File: src/rtl/div_unit.sv
// Sequential restoring divider for DIV/DIVU. Produces one quotient bit per
// cycle over WIDTH cycles, then a sign-fix cycle. Quotient lands in lo and
// remainder in hi, matching the multiplier's HI/LO convention.
//
// Ports:
//   clk       rising-edge clock
//   rst       synchronous active-high reset; aborts any operation in flight
//   start     request, accepted only when idle and not in the done cycle
//   dividend  numerator, captured at the accepting edge
//   divisor   denominator, captured at the accepting edge
//   busy      high from the accepting edge until the done edge
//   done      one-cycle pulse; hi/lo/div_zero valid while high
//   div_zero  divisor was zero; holds until the next accepted start
//   lo        quotient; holds until the next completion
//   hi        remainder; holds until the next completion
module div_unit #(
    parameter int unsigned WIDTH  = 32,
    parameter bit          SIGNED = 1'b1
) (
    input  logic             clk,
    input  logic             rst,
    input  logic             start,
    input  logic [WIDTH-1:0] dividend,
    input  logic [WIDTH-1:0] divisor,
    output logic             busy,
    output logic             done,
    output logic             div_zero,
    output logic [WIDTH-1:0] lo,
    output logic [WIDTH-1:0] hi
);

    localparam int unsigned CntW = $clog2(WIDTH) + 1;

    typedef enum logic [1:0] {StIdle, StRun, StFix, StZero} state_e;

    state_e            state_q, state_d;
    logic [WIDTH-1:0]  quo_q, quo_d;
    logic [WIDTH:0]    rem_q, rem_d;
    logic [WIDTH-1:0]  dvs_q, dvs_d;
    logic [CntW-1:0]   cnt_q, cnt_d;
    logic              sa_q, sa_d;
    logic              sb_q, sb_d;
    logic [WIDTH-1:0]  lo_q, lo_d;
    logic [WIDTH-1:0]  hi_q, hi_d;
    logic              busy_q, busy_d;
    logic              done_q, done_d;
    logic              dz_q, dz_d;

    logic [WIDTH:0]    rem_shift;
    logic              a_neg, b_neg;

    always_comb begin
        state_d   = state_q;
        quo_d     = quo_q;
        rem_d     = rem_q;
        dvs_d     = dvs_q;
        cnt_d     = cnt_q;
        sa_d      = sa_q;
        sb_d      = sb_q;
        lo_d      = lo_q;
        hi_d      = hi_q;
        busy_d    = busy_q;
        done_d    = 1'b0;
        dz_d      = dz_q;
        // The remainder is always below the divisor, so its top bit is zero
        // before the shift; the cast keeps the low WIDTH+1 bits.
        rem_shift = (WIDTH + 1)'({rem_q, quo_q[WIDTH-1]});
        a_neg     = SIGNED && dividend[WIDTH-1];
        b_neg     = SIGNED && divisor[WIDTH-1];

        unique case (state_q)
            StIdle: begin
                // The done cycle also sits in StIdle; start is ignored there.
                if (start && !done_q) begin
                    dz_d   = 1'b0;
                    busy_d = 1'b1;
                    if (divisor == '0) begin
                        state_d = StZero;
                    end else begin
                        // Negating the most negative value yields 2^(W-1),
                        // which is the correct unsigned magnitude.
                        quo_d   = a_neg ? -dividend : dividend;
                        dvs_d   = b_neg ? -divisor : divisor;
                        sa_d    = a_neg;
                        sb_d    = b_neg;
                        rem_d   = '0;
                        cnt_d   = '0;
                        state_d = StRun;
                    end
                end
            end
            StRun: begin
                quo_d = {quo_q[WIDTH-2:0], 1'b0};
                if (rem_shift >= {1'b0, dvs_q}) begin
                    rem_d    = rem_shift - {1'b0, dvs_q};
                    quo_d[0] = 1'b1;
                end else begin
                    rem_d = rem_shift;
                end
                cnt_d = cnt_q + 1'b1;
                if (cnt_q == CntW'(WIDTH - 1)) begin
                    state_d = StFix;
                end
            end
            StFix: begin
                lo_d    = (sa_q != sb_q) ? -quo_q : quo_q;
                hi_d    = sa_q ? -rem_q[WIDTH-1:0] : rem_q[WIDTH-1:0];
                done_d  = 1'b1;
                busy_d  = 1'b0;
                state_d = StIdle;
            end
            StZero: begin
                done_d  = 1'b1;
                dz_d    = 1'b1;
                busy_d  = 1'b0;
                state_d = StIdle;
            end
            default: state_d = StIdle;
        endcase
    end

    always_ff @(posedge clk) begin
        if (rst) begin
            state_q <= StIdle;
            quo_q   <= '0;
            rem_q   <= '0;
            dvs_q   <= '0;
            cnt_q   <= '0;
            sa_q    <= 1'b0;
            sb_q    <= 1'b0;
            lo_q    <= '0;
            hi_q    <= '0;
            busy_q  <= 1'b0;
            done_q  <= 1'b0;
            dz_q    <= 1'b0;
        end else begin
            state_q <= state_d;
            quo_q   <= quo_d;
            rem_q   <= rem_d;
            dvs_q   <= dvs_d;
            cnt_q   <= cnt_d;
            sa_q    <= sa_d;
            sb_q    <= sb_d;
            lo_q    <= lo_d;
            hi_q    <= hi_d;
            busy_q  <= busy_d;
            done_q  <= done_d;
            dz_q    <= dz_d;
        end
    end

    assign busy     = busy_q;
    assign done     = done_q;
    assign div_zero = dz_q;
    assign lo       = lo_q;
    assign hi       = hi_q;

endmodule

File: config.mk
export PLATFORM = sky130hd
export DESIGN_NAME = div_unit
export DESIGN_NICKNAME = d
export VERILOG_FILES = /design/src/rtl/div_unit.sv
export SDC_FILE = /design/constraint.sdc
export NUM_CORES = 1
export LEC_CHECK = 0
export ABC_AREA = 0
export CAP_MARGIN = 25
export CORE_UTILIZATION = 25
export DETAILED_ROUTE_END_ITERATION = 10
export PLACE_DENSITY = 0.5
export SLEW_MARGIN = 40
export SYNTH_ARGS = -nofsm -noshare
export SYNTH_HDL_FRONTEND = slang
export SYNTH_SLANG_ARGS = --single-unit
export TNS_END_PERCENT = 1
File: constraint.sdc
create_clock -name clk -period 2.63 [get_ports clk]
set_clock_uncertainty 0.15 [all_clocks]
set_input_delay 0.263 -clock clk [delete_from_list [all_inputs] [get_ports clk]]
set_output_delay 0.263 -clock clk [all_outputs]
set_load 0.02 [all_outputs]
* Yosys cells after proc, flatten, opt, wreduce, memory -nomap -nowiden
Index checks and enable logic that the tools add are counted.
** Word-level totals
- Output and inout bits :: 67
- Bits of input ports :: 67
- Register bits :: 173
** Cells by class
- Bitwise logic cells :: 1
- Mux-type cells :: 24
- Order comparisons :: 1
- Add/sub/neg operators :: 6
- Reduce and logical (&&, ||, !) cells :: 13
- Equality and inequality tests :: 8
** Operators with widths (count)
- 32-bit two-way mux :: 9
- 32-bit negation :: 4
- 32-bit one-hot mux with 2 select lines :: 2
- 33-bit by 32-bit greater-or-equal comparator with 1-bit output :: 1
- 32-bit zero test :: 1
- 32-bit subtractor :: 1
- 6-bit two-way mux :: 2
- 6-bit one-hot mux with 2 select lines :: 1
- 6-bit by 1-bit adder with 6-bit output (second input constant) :: 1
- 6-bit by 5-bit equality test with 1-bit output (second input constant) :: 1
- 2-bit two-way mux :: 3
- 2-bit != test (second input constant) :: 3
- 2-bit one-hot mux with 3 select lines :: 1
- 2-bit AND reduction :: 3
- 3-bit AND reduction :: 2
- 2-bit nonzero test :: 3
- 2-bit equality test (second input constant) :: 2
- 1-bit two-way mux :: 4
- 1-bit one-hot mux with 2 select lines :: 2
- 2-bit by 1-bit equality test with 1-bit output (second input constant) :: 1
- 2-bit zero test :: 1
- 2-bit OR reduction :: 1
- 1-bit logical AND :: 1
- 1-bit zero test :: 1
- other kinds (2) :: 2

* Logic depth before layout (Yosys ltp)
Gate-level depths: netlist of the first run.
- Depth after elaboration :: 5
- Gate-level depth with buffers :: 13
- Mapped depth without buffers :: 13

* Least setup slack after synthesis of the first run
OpenSTA, ideal clock, no wires.
- Kind :: input-to-reg
- Start point :: in divisor[0]
- End point :: reg quo_q[15]
- Buffers on the path :: 2
- Stages on the path :: 12
- Slack :: -0.281 ns
- Arrival :: 2.633 ns
- Cells stage by stage :: inv_1 > ha_1 > or3b_2 > nor3_1 > nand4_2 > or3b_1 > buf_2 > nor3_2 > nor2_1 > clkbuf_1 > a222oi_1 > nor2_1
** Between the ends
- Longest elaborated chain between the ends :: 3
** RTL lines
- start, declared :: line 24 : input logic [WIDTH-1:0] divisor,
- 32-bit zero test :: line 77 : if (divisor == '0) begin
- 2-bit != test (no line)
- 3-bit AND reduction (no line)
- end signal, assigned :: line 138 : quo_q <= quo_d;
- end, declared :: line 37 : logic [WIDTH-1:0] quo_q, quo_d;
No other way between the ends.
A chain may end at the register's enable or synchronous reset.

* Worst setup path after layout of the first run
- Start point :: reg quo_q[31]
- End point :: reg rem_q[20]
** Between the ends
- Longest elaborated chain between the ends :: 3
** RTL lines
- 32-bit subtractor / 33-bit by 32-bit greater-or-equal comparator with 1-bit output (equally long branches) :: line 95, 94
- 32-bit two-way mux (*) :: line 94 : if (rem_shift >= {1'b0, dvs_q}) begin
- 32-bit one-hot mux with 2 select lines (*) :: line 71 : unique case (state_q)
- end signal, assigned :: line 139 : rem_q <= rem_d;
- end, declared :: line 38 : logic [WIDTH:0] rem_q, rem_d;
Mark *: on every way between the ends. The rest lies on a longest branch, timed or not.

==> results.toml, run 1 <==
[timing]
setup_ws_ps = -285.0
finalHoldViolCount = 0
min_period_ps = 2915
max_freq_mhz = 343.1
worst_slew_pin_slew_ps = 673.1
tns_ps = -8991
max-slew-margin-rel_pct = 54.78
finalSetupViolations = 95
finalMaxSlewViolations = 0
holdWs_ps = 189.9
rsz0062_at_grt = "true"
fin_crit_sh_pct = 110.8

[logic_synthesis]
ys_seq_area_share_pct = 32.77
yosysTopAreaCellShare_pct = 32.77
synth-edff-count = 0
syn_nets = 1435
synth.area.top_cells = "dfxtp_1 33%, xor2_1 7.1%, a211oi_1 5.8%, nor2_1 5.8%, xnor2_1 4.8%"
synth_top_flop_cell = "dfxtp_1"
yosysWarnings = 0
synth_top_area_cell = "dfxtp_1"
synth_common_cells = "173 x dfxtp_1, 163 x nor2_1, 117 x nand2_1, 86 x xor2_1, 85 x a21oi_1"
synth_cell_types = 63
synth_cells = 1330
synth.most_common_cell = "dfxtp_1"
syn_avg_cell_area_um2 = 7.947
synth_seq_cells = 173
synthArstFlopShare_pct = 0
netlist_area_um2 = 10570

[pwr]
p_leak_nw = 6.221
power_density_nw_per_um2 = 934.1
power.total_mw = 14.54
peakVddDrop_mv = 1.003

[critical_path]
slowest_stage = "a221o_1"
critPathLaunchType = "register"
slowest_delay_ps = 400
crit_chain = "inv_4, ha_4, inv_2, fa_2, a211oi_2, o21bai_1, a21oi_2, buf_4, o21ai_2, a221o_1, a21oi_2, xnor2_2, mux2i_1, o21ai_1"
critical_path_class = "register to register"
cp.buffers_inverters = 3
crit_cells = 14
crit_arrival_ps = 3150
crit_family = "compound AO/OA/AOI/OAI gates"
path_common_cell = "a21oi_2"
worstPathRequired_ps = 2860
crit_fanout = 4
cp-end-kind = "register"
r2r_cells = 14

[die]
rows = 74
die_w_um = 207.6
die_height_um = 207.6
num_io_pins = 134
core-area_um2 = 41290
design.die.area_um2 = 43110
start_util_pct = 25.60

[drt]
num_vias = 10680
routed_wl_um = 34570
dr.pass1.iters = 7
drc = 0
drt_iter0_markers = 550
wl_per_cell_um = 15.45
antenna_left = 0
viasPerCell = 4.775

[layout]
regArea_um2 = 3475
fillerInstances = 4218
area_growth_pct = 47.27
n_antenna_cell = 0
fin_nets = 1797
drive_above_1_share_pct = 24.81
multi_input_area_um2 = 7009

[run]
drv_cap = 0

[clocking]
cts-root-buf = "clkbuf_16"
cts_buffers = 17
cts_buffer_depth = 2
path_clk_slew_ps = 70
clkSinkCount = 173
cts_max_level = 4
cts_tree = "done"
insertion_delay_ps = 450

[global_route]
antenna_found_initial = 0
first_global_vias = 10120
grt_pass1_wl_um = 55160
grt_max_degree = 52
track_usage_pct = 15.95
grt_overflow = 0

[placed_design]
hpwl_um = 27670
gp_congestion = 0.8643
place_ws_ps = -772.1
io_buffer_count = 133

[run_status]
status = "finished, violations left"
violations = "setup timing"

[worst_hold_path]
min_path_type = "input pin to register"
worstHoldPathCells = 4
==> layer usage <==
metal	global-route usage, %	wire length [um]	vias up
li1	-	-	5545
met5	0	0	-
met3	2.905	1337	30
met2	23.19	14370	198
met4	4.266	544	0
met1	23.79	18320	4908
==> area by class of cell <==
cell class	count	share of cell area (%)
Sequential cell	173	22.32
Inverter	51	1.246
Clock inverter	12	0.6672
Multi-Input combinational cell	1023	45.03
Tap cell	532	4.276
Timing Repair Buffer	426	23.46
Clock buffer	20	2.998
==> worst register-to-register path: cells and delay by family (launching register included) <==
kind	cells	cell delay, ps
fa+ha+maj	2	480
compound gates	7	1400
flops	1	340
buf+inv	3	270
mux	1	90
xor+xnor	1	140
==> kinds of logic (layout without fill, tap and decap cells) <==
logic type	Yosys count	count (layout)	share of synthesized area [%]
compound gates	397	397	25.30
xor+xnor	144	144	11.93
fa+ha+maj	38	38	4.569
buf+inv	134	509	5.256
flops	173	173	32.77
mux	11	11	1.042
simple gates	433	433	19.14
==> metrics by stage <==
step	utilization, %	instances	instance area (um2)
final	37.70	2237	15570
after global routing	37.70	2237	15570
after CTS	37.10	2235	15320
after detailed placement	35.08	2199	14490
after global placement	35.08	2199	14490
after floorplan	-	1330	10600
==> power breakdown <==
part,leakage [nW],total [mW],internal [mW],switching [mW]
Clock,0.283,2.51,1.31,1.20
Combinational,4.53,8.87,4.16,4.71
Sequential,1.41,3.16,2.88,0.283
Total,6.22,14.5,8.35,6.19
==> worst paths after layout <==
| path | from | endpoint | slack (ps) |
|---|---|---|---|
| max | quo_q[31]$_SDFFE_PP0P_ | rem_q[20]$_SDFFE_PP0P_ | -280 |
| min | divisor[0] | dvs_q[0]$_SDFFE_PP0P_ | 190 |
| max reg2reg | quo_q[31]$_SDFFE_PP0P_ | rem_q[20]$_SDFFE_PP0P_ | -280 |
| min reg2reg | hi[22]$_SDFFE_PP0P_ | hi[22]$_SDFFE_PP0P_ | 300 |
==> placed cells by master, fill, tap and decap left out, types with 11 or more instances in the layout <==
cell / Yosys / layout
a21oi_2: 0 / 12
buf_4: 2 / 279
nand3_1: 25 / 23
a21oi_1: 85 / 73
a211oi_1: 82 / 79
nand2b_1: 16 / 15
ha_1: 37 / 31
nand2_1: 117 / 116
o41ai_1: 17 / 16
nor2_1: 163 / 159
inv_1: 51 / 48
o21ai_0: 84 / 70
dfxtp_1: 173 / 166
mux2i_1: 11 / 11
clkbuf_16: 0 / 17
nor3_1: 33 / 25
xnor2_1: 58 / 56
clkdlybuf4s50_1: 0 / 131
a22oi_1: 13 / 13
o31ai_1: 26 / 23
a21o_1: 17 / 17
o21ai_1: 1 / 11
xor2_1: 86 / 85
==> state kept, by name (all words and copies together), names as in the netlist <==
signal    count
busy          1
cnt_q         6
div_zero      1
done          1
dvs_q        32
hi           32
lo           32
quo_q        32
rem_q        32
sa_q          1
sb_q          1
state_q       2
==> timing repair <==
| item | in CTS | in global routing |
|---|---|---|
| endpoints found under the setup margin | 110 | 125 |
| endpoints found under the hold margin | 3 | 0 |
| cloned | 0 | 0 |
| hold buffers | 1 | 0 |
| setup buffers | 3 | 2 |
| pin swaps | 24 | 35 |
| resized for setup | 54 | 57 |
Note: power is estimated with default switching activity, not from simulation.
==> inputs of run 2 (changes only) <==
--- a/config.mk
+++ b/config.mk
@@ -6,7 +6,8 @@
 export NUM_CORES = 1
 export LEC_CHECK = 0
 export ABC_AREA = 0
-export CAP_MARGIN = 25
+export ABC_CLOCK_PERIOD_IN_PS = 2630
+export CAP_MARGIN = 20
 export CORE_UTILIZATION = 25
 export DETAILED_ROUTE_END_ITERATION = 10
 export PLACE_DENSITY = 0.5
==> results of run 2 <==
No change in the layout: final DEF, timing and power equal those of run 1.
==> inputs of run 3 (changes only) <==
--- a/config.mk
+++ b/config.mk
@@ -7,12 +7,13 @@
 export LEC_CHECK = 0
 export ABC_AREA = 0
 export ABC_CLOCK_PERIOD_IN_PS = 2630
-export CAP_MARGIN = 20
+export CAP_MARGIN = 10
 export CORE_UTILIZATION = 25
+export CTS_CLUSTER_SIZE = 10
 export DETAILED_ROUTE_END_ITERATION = 10
 export PLACE_DENSITY = 0.5
 export SLEW_MARGIN = 40
 export SYNTH_ARGS = -nofsm -noshare
 export SYNTH_HDL_FRONTEND = slang
 export SYNTH_SLANG_ARGS = --single-unit
-export TNS_END_PERCENT = 1
+export TNS_END_PERCENT = 50
==> run 3 against run 2 <==
The run still ends with setup timing left. Maximum frequency is 4.7% higher. First-iteration DRC count is 28% higher. Utilization is 2.6 points higher. Critical path type unchanged.
==> results.toml, run 3 (synthesized netlist as in run 1, its figures left out) <==
[run_status]
status = "finished, violations left"
violations = "setup timing"

[critical_path]
slowest_stage = "dfxtp_1"
crit_fanout = 4
worstPathRequired_ps = 2820
critPathLaunchType = "register"
path_common_cell = "a21o_1"
crit_chain = "ha_4, a21o_1, a21o_1, a2111oi_2, o211ai_1, nand2_2, o21bai_1, a21oi_1, xor2_1, o21ai_1"
critical_path_class = "register to register"
slowest_delay_ps = 480
cp-end-kind = "register"
crit_arrival_ps = 2980

[drt]
wl_per_cell_um = 15.69
routed_wl_um = 35840
antenna_left = 0
num_vias = 10990
viasPerCell = 4.810
drc = 0
dr.pass1.iters = 6
drt_iter0_markers = 703

[layout]
fillerInstances = 4156
regArea_um2 = 3500
fin_nets = 1844
layout_commonest_cell = "buf_4"
drive_above_1_share_pct = 32.36
stdcell_count = 2284
multi_input_area_um2 = 7518
finish.utilization_pct = 40.29
most-common-layout-cells = "308 x buf_4, 152 x nor2_1, 148 x dfxtp_1"
n_antenna_cell = 0
area_growth_pct = 57.40

[clocking]
cts_buffers = 17
insertion_delay_ps = 460
cts_tree = "done"
clkSinkCount = 173
cts_max_level = 4
cts_hold_buffers = 0
path_clk_slew_ps = 70
cts-root-buf = "clkbuf_16"
cts_buffer_depth = 2

[timing]
finalMaxSlewViolations = 0
max_freq_mhz = 359.2
finalSetupViolations = 33
worst_slew_pin_slew_ps = 603.9
finalHoldViolCount = 0
setup_ws_ps = -154.0
min_period_ps = 2784
fin_crit_sh_pct = 105.9
max-slew-margin-rel_pct = 59.45
rsz0062_at_grt = "true"
holdWs_ps = 43.59

[run]
drv_cap = 0

[global_route]
grt_max_degree = 46
track_usage_pct = 16.12
first_global_vias = 10130
grt_overflow = 0
antenna_found_initial = 0
grt_pass1_wl_um = 55630

[placed_design]
hpwl_um = 27440
io_buffer_count = 133
gp_congestion = 0.8659
dp_cells = 2198
place_ws_ps = -798.0

[die]
rows = 74
design.die.area_um2 = 43110
num_io_pins = 134
die_height_um = 207.6
core-area_um2 = 41290
die_w_um = 207.6
start_util_pct = 25.60

[pwr]
p_leak_nw = 6.616
power_density_nw_per_um2 = 1034
peakVddDrop_mv = 0.6565

[worst_hold_path]
min_path_type = "input pin to register"
==> run 3: power by group <==
part / switching, mW / internal, mW
Sequential: 0.341 / 2.89
Clock: 1.27 / 1.27
Combinational: 5.62 / 5.81
==> run 3: area by class of cell <==
cell class	count	share of cell area, %
flip-flops and latches	173	21.03
inverters	51	1.181
multi-input cells	1023	45.19
clock inverters	15	0.9852
well taps	532	4.001
clock buffers	17	2.557
repair buffers	473	25.05
==> run 3: final timing paths <==
| kind | start | end | slack, ps | cells after the start |
|---|---|---|---|---|
| setup reg to reg | rem_q[14]$_SDFFE_PP0P_ | rem_q[24]$_SDFFE_PP0P_ | -150 | 10 |
| hold / removal | divisor[0] | dvs_q[0]$_SDFFE_PP0P_ | 40 | 4 |
| hold reg to reg | lo[30]$_SDFFE_PP0P_ | lo[30]$_SDFFE_PP0P_ | 310 | 2 |
| setup / recovery | rem_q[14]$_SDFFE_PP0P_ | rem_q[24]$_SDFFE_PP0P_ | -150 | 10 |
==> run 3: timing repair <==
| action | in CTS | in global routing |
|---|---|---|
| gates cloned | 1 | 5 |
| setup buffers | 28 | 21 |
| gates resized for setup | 133 | 150 |
| pin swaps | 53 | 65 |
| endpoints found under the setup margin | 111 | 97 |
==> run 3: critical path, delay by kind of cell, from the launching register on <==
kind            cells  cell delay (ps)
flops               1              480
compound gates      7             1290
fa+ha+maj           1              270
simple gates        1              160
xor+xnor            1              330
==> run 3: metal layers <==
metal  global-route usage (%)  vias to the layer above  wire, um
met5                        0                        -         0
met1                    24.06                     5037     18580
met4                    3.883                        0       486
met2                    23.37                      253     15060
met3                    3.253                       27      1716
li1                         -                     5670         -
==> run 3: through the flow <==
| stage | total power, mW | setup TNS, ps | cell area (um2) |
|---|---|---|---|
| 6_report | 17.21 | -2632 | 16640 |
| 5_1_grt | 18.30 | -7133 | 16640 |
| 4_1_cts | 15.38 | -3094 | 15750 |
| 3_5_place_dp | 12.00 | -72690 | 14530 |
| 3_3_place_gp | 11.94 | -68260 | 14530 |
| 2_1_floorplan | 8.149 | -7173 | 10620 |
